===== src/rtl/rnbip_pkg.sv =====
// rnbip_pkg: shared definitions for the RNBIP fetch stage.
// - NOP opcode constant
// - match patterns for the opcode classes that carry an operand byte
// - fetch FSM state enum
// - is_two_byte(): instruction length decode, reused by the disassembler model
package rnbip_pkg;

  localparam logic [7:0] NOP = 8'h00;

  // Two-byte classes: exact codes plus masked patterns (mask, value).
  localparam logic [7:0] OP_JUD    = 8'h03;
  localparam logic [7:0] OP_CUD    = 8'h05;
  localparam logic [7:0] JCD_MASK  = 8'hF8;
  localparam logic [7:0] JCD_VAL   = 8'h08;
  localparam logic [7:0] MVI_MASK  = 8'hF8;
  localparam logic [7:0] MVI_VAL   = 8'h58;
  localparam logic [7:0] ALUI_MASK = 8'h88;
  localparam logic [7:0] ALUI_VAL  = 8'h88;

  typedef enum logic [1:0] {
    S_OP    = 2'd0,
    S_OD    = 2'd1,
    S_FLUSH = 2'd2
  } fetch_state_e;

  function automatic logic is_two_byte(input logic [7:0] op);
    return (op == OP_JUD) ||
           (op == OP_CUD) ||
           ((op & JCD_MASK)  == JCD_VAL) ||
           ((op & MVI_MASK)  == MVI_VAL) ||
           ((op & ALUI_MASK) == ALUI_VAL);
  endfunction

endpackage


===== src/rtl/rnbip_fetch_unit_if.sv =====
// rnbip_fetch_unit_if: program-memory, redirect and issue signals of the
// fetch stage.
// - master: fetch unit (drives imem_addr and the issued instruction)
// - slave : environment (program memory, control stage redirect/stall)
interface rnbip_fetch_unit_if #(
  parameter int AW = 8
);
  import rnbip_pkg::*;

  logic [AW-1:0] imem_addr;
  logic [7:0]    imem_data;
  logic          stall;
  logic          l_pc;
  logic [AW-1:0] pc_target;
  logic [7:0]    opcode_out;
  logic [7:0]    operand_out;
  logic          instr_valid;
  logic [AW-1:0] ret_addr;

  modport master (
    output imem_addr, opcode_out, operand_out, instr_valid, ret_addr,
    input  imem_data, stall, l_pc, pc_target
  );

  modport slave (
    input  imem_addr, opcode_out, operand_out, instr_valid, ret_addr,
    output imem_data, stall, l_pc, pc_target
  );

endinterface


===== src/rtl/rnbip_len_decode.sv =====
// rnbip_len_decode: combinational instruction-length decode.
// - opcode   in  8  first byte of an instruction
// - two_byte out 1  instruction carries an operand byte
module rnbip_len_decode
  import rnbip_pkg::*;
(
  input  logic [7:0] opcode,
  output logic       two_byte
);

  assign two_byte = is_two_byte(opcode);

endmodule


===== src/rtl/rnbip_fetch_unit.sv =====
// rnbip_fetch_unit: instruction fetch stage of the RNBIP pipeline.
// Fetches 1- or 2-byte instructions from program memory, issues them with
// registered outputs, and inserts NOP bubbles after a PC redirect.
// Ports:
// - clk, rst_n : clock, async active-low reset
// - bus        : rnbip_fetch_unit_if.master (imem_addr/imem_data, stall,
//                l_pc/pc_target, opcode_out/operand_out/instr_valid/ret_addr)
//
// state   | meaning
// S_OP    | fetching the first (opcode) byte
// S_OD    | fetching the operand byte of a 2-byte instruction
// S_FLUSH | post-redirect bubbles, no fetch, PC held
module rnbip_fetch_unit
  import rnbip_pkg::*;
#(
  parameter int            AW            = 8,
  parameter logic [AW-1:0] RESET_PC      = '0,
  parameter int            FLUSH_BUBBLES = 2
) (
  input  logic                clk,
  input  logic                rst_n,
  rnbip_fetch_unit_if.master  bus
);

  // Counter only ever holds FLUSH_BUBBLES-1 down to 0.
  localparam int            BW       = (FLUSH_BUBBLES > 1) ? $clog2(FLUSH_BUBBLES) : 1;
  localparam logic [BW-1:0] BUB_INIT = BW'(FLUSH_BUBBLES - 1);

  fetch_state_e  state_q, state_d;
  logic [AW-1:0] pc_q, pc_d;
  logic [BW-1:0] bub_q, bub_d;
  logic [7:0]    op_latch_q, op_latch_d;
  logic [7:0]    opcode_q, opcode_d;
  logic [7:0]    operand_q, operand_d;
  logic          valid_q, valid_d;
  logic [AW-1:0] ret_q, ret_d;

  logic          two_byte;
  logic [AW-1:0] pc_inc;

  rnbip_len_decode u_len_decode (
    .opcode   (bus.imem_data),
    .two_byte (two_byte)
  );

  assign pc_inc = pc_q + AW'(1);

  always_comb begin
    state_d    = state_q;
    pc_d       = pc_q;
    bub_d      = bub_q;
    op_latch_d = op_latch_q;
    opcode_d   = opcode_q;
    operand_d  = operand_q;
    valid_d    = valid_q;
    ret_d      = ret_q;

    if (bus.l_pc) begin
      // Redirect wins over stall and drops any half-fetched instruction.
      pc_d      = bus.pc_target;
      opcode_d  = NOP;
      operand_d = 8'h00;
      valid_d   = 1'b0;
      bub_d     = BUB_INIT;
      state_d   = (BUB_INIT != '0) ? S_FLUSH : S_OP;
    end else if (!bus.stall) begin
      case (state_q)
        S_OP: begin
          pc_d = pc_inc;
          if (two_byte) begin
            op_latch_d = bus.imem_data;
            opcode_d   = NOP;
            operand_d  = 8'h00;
            valid_d    = 1'b0;
            state_d    = S_OD;
          end else begin
            opcode_d  = bus.imem_data;
            operand_d = 8'h00;
            valid_d   = 1'b1;
            ret_d     = pc_inc;
          end
        end
        S_OD: begin
          opcode_d  = op_latch_q;
          operand_d = bus.imem_data;
          valid_d   = 1'b1;
          ret_d     = pc_inc;
          pc_d      = pc_inc;
          state_d   = S_OP;
        end
        S_FLUSH: begin
          opcode_d  = NOP;
          operand_d = 8'h00;
          valid_d   = 1'b0;
          bub_d     = (bub_q == '0) ? '0 : bub_q - BW'(1);
          if (bub_q <= BW'(1)) begin
            state_d = S_OP;
          end
        end
        default: begin
          state_d = S_OP;
        end
      endcase
    end
  end

  always_ff @(posedge clk or negedge rst_n) begin
    if (!rst_n) begin
      state_q    <= S_OP;
      pc_q       <= RESET_PC;
      bub_q      <= '0;
      op_latch_q <= NOP;
      opcode_q   <= NOP;
      operand_q  <= 8'h00;
      valid_q    <= 1'b0;
      ret_q      <= RESET_PC;
    end else begin
      state_q    <= state_d;
      pc_q       <= pc_d;
      bub_q      <= bub_d;
      op_latch_q <= op_latch_d;
      opcode_q   <= opcode_d;
      operand_q  <= operand_d;
      valid_q    <= valid_d;
      ret_q      <= ret_d;
    end
  end

  assign bus.imem_addr   = pc_q;
  assign bus.opcode_out  = opcode_q;
  assign bus.operand_out = operand_q;
  assign bus.instr_valid = valid_q;
  assign bus.ret_addr    = ret_q;

endmodule

===== src/flat_wrapper.sv =====
// flat-port wrapper written by rule: the top's interface ports become plain ports
module rnbip_fetch_unit_flat import rnbip_pkg::*;
#(
  parameter int            AW            = 8,
  parameter logic [AW-1:0] RESET_PC      = '0,
  parameter int            FLUSH_BUBBLES = 2
)
  (clk, rst_n, bus_imem_addr, bus_opcode_out, bus_operand_out, bus_instr_valid, bus_ret_addr, bus_imem_data, bus_stall, bus_l_pc, bus_pc_target);
  rnbip_fetch_unit_if #(.AW(AW)) bus_i ();
  input  logic clk;
  input  logic rst_n;
  output wire logic [$bits(bus_i.imem_addr)-1:0] bus_imem_addr;
  output wire logic [$bits(bus_i.opcode_out)-1:0] bus_opcode_out;
  output wire logic [$bits(bus_i.operand_out)-1:0] bus_operand_out;
  output wire logic [$bits(bus_i.instr_valid)-1:0] bus_instr_valid;
  output wire logic [$bits(bus_i.ret_addr)-1:0] bus_ret_addr;
  input wire logic [$bits(bus_i.imem_data)-1:0] bus_imem_data;
  input wire logic [$bits(bus_i.stall)-1:0] bus_stall;
  input wire logic [$bits(bus_i.l_pc)-1:0] bus_l_pc;
  input wire logic [$bits(bus_i.pc_target)-1:0] bus_pc_target;
  assign bus_imem_addr = bus_i.imem_addr;
  assign bus_opcode_out = bus_i.opcode_out;
  assign bus_operand_out = bus_i.operand_out;
  assign bus_instr_valid = bus_i.instr_valid;
  assign bus_ret_addr = bus_i.ret_addr;
  assign bus_i.imem_data = bus_imem_data;
  assign bus_i.stall = bus_stall;
  assign bus_i.l_pc = bus_l_pc;
  assign bus_i.pc_target = bus_pc_target;
  rnbip_fetch_unit #(.AW(AW), .RESET_PC(RESET_PC), .FLUSH_BUBBLES(FLUSH_BUBBLES)) u_core (.clk(clk), .rst_n(rst_n), .bus(bus_i));
endmodule

===== config.mk =====
export PLATFORM = sky130hd
export DESIGN_NAME = rnbip_fetch_unit_flat
export DESIGN_NICKNAME = d
export VERILOG_FILES = /design/src/rtl/rnbip_pkg.sv /design/src/rtl/rnbip_fetch_unit_if.sv /design/src/rtl/rnbip_len_decode.sv /design/src/rtl/rnbip_fetch_unit.sv /design/src/flat_wrapper.sv
export SDC_FILE = /design/constraint.sdc
export NUM_CORES = 1
export LEC_CHECK = 0
export CORE_MARGIN = 5
export CORE_UTILIZATION = 29
export DETAILED_ROUTE_END_ITERATION = 6
export DONT_BUFFER_PORTS = 1
export GPL_TIMING_DRIVEN = 0
export PLACE_DENSITY = 0.54
export SYNTH_ARGS = -nofsm -noshare
export SYNTH_HDL_FRONTEND = slang
export SYNTH_SLANG_ARGS = --single-unit
export TNS_END_PERCENT = 20

===== constraint.sdc =====
create_clock -name clk -period 5.2 [get_ports clk]
set_input_delay 1.04 -clock clk [delete_from_list [all_inputs] [get_ports clk]]
set_output_delay 1.04 -clock clk [all_outputs]
set_load 0.05 [all_outputs]

**Word level (Yosys, flattened, before mapping)**

Index checks and enable logic that the tools add are counted.

- Register bits: 44
- Input port bits: 20
- Output and inout port bits: 33
- Logic and storage cells: 68

- Add/sub/neg operators: 2
- Order comparisons: 1
- Equal/unequal tests: 11
- Mux-type cells: 25
- Bitwise logic cells: 2
- Reduce and logical (&&, ||, !) cells: 19

Operator list:

| cell | count |
|---|---|
| $mux W8 | 9 |
| $pmux W8 S2 | 2 |
| $pmux W8 S3 | 1 |
| $add A8 B1 Y8 const B | 1 |
| $eq A8 B2 Y1 const B | 1 |
| $eq A8 B3 Y1 const B | 1 |
| $mux W2 | 4 |
| $reduce_and A2 Y1 | 4 |
| $reduce_and A4 Y1 | 2 |
| $mux W1 | 7 |
| $ne A3 B2 Y1 const B | 2 |
| $reduce_bool A2 Y1 | 3 |
| $eq A5 B1 Y1 const B | 1 |
| $eq A5 B4 Y1 const B | 1 |
| $eq A2 B2 Y1 const B | 2 |
| $logic_or A1 B1 Y1 | 4 |
| $pmux W2 S2 | 1 |
| $reduce_bool A4 Y1 | 1 |
| $reduce_or A2 Y1 | 2 |
| $pmux W1 S3 | 1 |
| $reduce_and A3 Y1 | 1 |
| $reduce_bool A3 Y1 | 1 |
| $eq A2 B1 Y1 const B | 1 |
| $logic_not A2 Y1 | 1 |
| other kinds (5) | 6 |

**Logic depth before layout (Yosys ltp)**

- Depth in word-level cells: 9
- Mapped depth: 7
- Gate-level depth less buffers: 6

**Cells and area by module**

A second synthesis with hierarchy kept.

- Cells, all modules: 203
- Area, all modules: 2253.4 sq um

Modules (own cells, without submodules):

| module | instances | cells each | area an instance (sq um) | seq. area each (sq um) |
|---|---|---|---|---|
| rnbip_fetch_unit | 1 | 197 | 2197.1 | 1076.0 |
| rnbip_len_decode | 1 | 6 | 56.3 | 0.0 |

**Least setup slack after synthesis**

Ideal clock, no wire load.

- Path kind: in2reg
- Start point: input bus_imem_data[6]
- End point: register u_core.op_latch_q[0]
- Library setup time: 0.125 ns
- Arrival time: 2.230 ns
- Required time: 5.075 ns
- Slack: 2.846 ns
- Stages: 5
- Path buffers: 1
- Cell sequence: nor4_1 > a211oi_1 > buf_6 > nor3b_4 > mux2_2

- Longest elaborated chain between the ends: 6
- Elaborated cells between the ends (all ways): 9
- Those cells by class: eq/ne (4); reduce/logical (5)

Ends and longest elaborated chain:

| element | RTL line | text |
|---|---|---|
| from (decl) | flat_wrapper.sv:17 | `input wire logic [$bits(bus_i.imem_data)-1:0] bus_imem_data;` |
| $eq A8 B2 Y1 or $eq A8 B3 Y1 (tied branches) | rnbip_pkg.sv:27, rnbip_pkg.sv:28 |  |
| $logic_or A1 B1 Y1 | rnbip_pkg.sv:27 | `return (op == OP_JUD) \|\|` |
| $logic_or A1 B1 Y1 | rnbip_pkg.sv:28 | `(op == OP_CUD) \|\|` |
| $logic_or A1 B1 Y1 (*) | rnbip_pkg.sv:29 | `((op & JCD_MASK) == JCD_VAL) \|\|` |
| $logic_or A1 B1 Y1 (*) | rnbip_pkg.sv:30 | `((op & MVI_MASK) == MVI_VAL) \|\|` |
| $reduce_and A4 Y1 (no line) (*) | - |  |
| to (signal assigned) | rnbip_fetch_unit.sv:121 | `op_latch_q <= op_latch_d;` |
| to (decl) | rnbip_fetch_unit.sv:32 | `logic [7:0] op_latch_q, op_latch_d;` |

Every way passes the cells marked *; elsewhere a longest branch is shown, timed or not.
A chain may end at the register's enable or synchronous reset.

**Final worst setup path**

- Start point: input bus_imem_data[2]
- End point: register u_core.op_latch_q[7]

- Longest elaborated chain between the ends: 6
- Elaborated cells between the ends (all ways): 7
- Those cells by class: eq/ne (2); reduce/logical (5)

Ends and longest elaborated chain:

| element | RTL line |
|---|---|
| $eq A8 B2 Y1 or $eq A8 B3 Y1 (tied branches) | rnbip_pkg.sv:27, rnbip_pkg.sv:28 |
| $logic_or A1 B1 Y1 (*) | rnbip_pkg.sv:27 |
| $logic_or A1 B1 Y1 (*) | rnbip_pkg.sv:28 |
| $logic_or A1 B1 Y1 (*) | rnbip_pkg.sv:29 |
| $logic_or A1 B1 Y1 (*) | rnbip_pkg.sv:30 |
| $reduce_and A4 Y1 (no line) (*) | - |

Marked as above.

==> run summary <==
Cell Pwr Density - 378 mW/mm^2
# setup viols final - 0
Metal3 WL - 567 um
Vias in the first global route - 1532
PostCTS Resize Cnt - 0
CTS Buf Count - 5
Clock tree buffer depth - 2
H-tree depth - 2
Drc violations - 0
Highest metal used - met4
Vias/cell - 4.92
Congestion Overflow GR - 0
Length of the first detailed-routing pass in iterations - 4
Worst setup margin - 2.95 ns
Clock skew - 0.00424 ns
Clock slew at reported path FFs - 0.08 ns
Cells after synthesis - 196
Die ar. - 0.00925 mm^2
Clk root buf - clkbuf_8
Fin Hold WS - 0.431 ns
Lkg Pwr - 1.03 nW
Commonest non-fill, non-tap cell in the layout - dfrtp_1
Clock power share - 28.0%
Slew Limit Fails - 0
Slew @ Worst Pin - 0.944 ns
Worst vdd ir - 0.180 mV
Pint - 0.586 mW
Die height - 96.2 um
Post-Route Utilization - 32.8%
Comb power frac - 13.1%
Final critical-path share of the clock period - 43.3%
Syn nets - 219
Total Wirelength - 4990 um
HP Class - input pin to asynchronous set/reset pin
Met1 wire length - 2100 um
Cell Area, Placed - 0.00228 mm^2
Setup bufs post-CTS - 0
Core footprint - 0.00725 mm^2
Fin crit period - 2.25 ns
Crit. End Element - register
RSZ-0062 raised after global routing - false
Antenna fix cells - 0
DR iter-0 viols - 57
Port buffer count - 0
GPL Wtd Cong - 0.760
Fmax - 445 MHz
Post-synthesis sequential area ratio - 49.9%
Final HPWL DP - 3620 um
CTS tree - done
Top-level port count - 53
Initial Util - 29.7%
MaxCap Viol Count - 0
CTS Hold Bufs - 0
Async set-reset flop share out of synthesis - 100%
CP required - 5.38 ns
Nets@finish - 226
WL met2 - 2280 um
Synthesized cell area - 0.00215 mm^2
CP Class - input pin to register
Post-route cell area - 0.00238 mm^2
Status - complete, no violations
Layout cell share with drive strength beyond 1 - 17.7%
Net Sw Frac - 35.0%
Area delta synth->final - 10.5%
CP arrival - 2.43 ns
Seq pwr share - 58.9%
Crit path max fanout - 10
Syn Area/Cell - 11.0 um^2
Yosys reg bits - 43
Gr usage total - 11.5%
Rows - 31
Pre-CTS setup slack - 2.60 ns
Final Hold Fails - 0
Drt wl/cell - 16.5 um
Clock sinks - 43
Relative slew slack - 36.6%
Synth cell types - 32
Worst skew pair latency - 0.29 ns
Post-synth EDFFs - 0
Startpoint Class - input pin
Global-route wire length before repair - 8030 um
Switch Pwr - 0.315 mW
Most common flop cell mapped by yosys - dfrtp_1
Die width - 96.2 um
Setup TNS - 0 ns
Number of synthesis warnings - 0
Pin count of the biggest net entering global routing - 44
Via count - 1487
ANT nets after route - 0
Initial antenna violation count - 0
Commonest non-fill, non-tap cells in the layout - 43 x dfrtp_1, 22 x mux2_2, 21 x nand2_1
[stage by stage]
step | cells | power (mW)
CTS | 302 | 0.913
global placement | 295 | 0.657
detailed placement | 295 | 0.660
finish | 302 | 0.901
global route | 302 | 0.944
floorplan | 196 | 0.628
[synth_stat cells (2+ instances only)]
cell type / instances / share of area [%]
buf_6: 2 / 1.0
clkbuf_1: 5 / 0.87
xor2_1: 7 / 2.8
a21oi_1: 3 / 0.70
a211oi_1: 2 / 0.70
mux2i_1: 3 / 1.4
inv_1: 6 / 1.0
nand3_1: 3 / 0.70
nor4_1: 2 / 0.58
mux2_2: 22 / 11
nand2_1: 21 / 3.7
nor2_1: 17 / 3.0
o211ai_1: 7 / 2.4
a22oi_1: 15 / 5.2
xnor2_1: 8 / 3.3
nor3_1: 4 / 0.93
dfrtp_1: 43 / 50
ha_1: 3 / 1.7
o21ai_0: 10 / 2.3
[kinds of logic (layout without fill, tap and decap cells)]
family / after synthesis / after routing / share of synthesized area (%)
AO/OA/AOI/OAI: 43 / 43 / 13.9
flip-flops: 43 / 43 / 49.9
AND/OR/NAND/NOR: 53 / 53 / 11.8
multiplexers: 25 / 25 / 12.9
adder cells (fa/ha/maj): 3 / 3 / 1.74
XOR/XNOR: 15 / 15 / 6.10
buffers and inverters: 14 / 21 / 3.60
[path summary, 6_finish.rpt]
kind                                            from                   endpoint  slack [ns]  depth (start not counted)
worst max-delay path                bus_imem_data[2]       u_core.op_latch_q[7]        2.95                          5
worst min-delay path                           rst_n     u_core.bus.ret_addr[2]        0.43                          0
worst max register to register     u_core.state_q[0]   u_core.bus.opcode_out[7]        3.14                          6
worst min register to register  u_core.op_latch_q[0]       u_core.op_latch_q[0]        0.51                          1
max in group asynchronous                      rst_n  u_core.bus.operand_out[4]        4.68                          0
min in group clk                u_core.op_latch_q[0]       u_core.op_latch_q[0]        0.51                          1
[critical path, stage by stage]
cell      delay (ns)
xor2_1          0.15
a21oi_1         0.11
clkbuf_1        0.26
nor3b_4         0.47
mux2_2          0.39
[state kept, by name, summed over array words and instances, names as in the netlist]
signal / cells
u_core.op_latch_q: 8
u_core.bus.instr_valid: 1
u_core.bus.operand_out: 8
u_core.bus.imem_addr: 8
u_core.state_q: 2
u_core.bus.ret_addr: 8
u_core.bus.opcode_out: 8
[layer usage]
metal | vias to the layer above | global-route usage [%]
met5 | - | 0
met4 | 0 | 3.32
met3 | 5 | 5.63
met2 | 49 | 17.7
met1 | 719 | 14.3
li1 | 714 | -
[power by group through the flow]
stage	Clock (mW)	Sequential, mW	Combinational [mW]
4_1_cts	0.259	0.532	0.121
5_1_grt	0.274	0.538	0.132
3_3_place_gp	0	0.538	0.118
6_report	0.252	0.531	0.118
2_1_floorplan	0	0.527	0.101
3_5_place_dp	0	0.539	0.121
[cell type report]
class	count	area (um^2)
plain buffers	8	55.1
clock buffers	6	72.6
clock inverters	1	30.0
fillers	748	4870
inverters	6	22.5
multi-input cells	139	1000
flip-flops and latches	43	1080
well taps	99	124
Power figures use the tool's default switching activity.
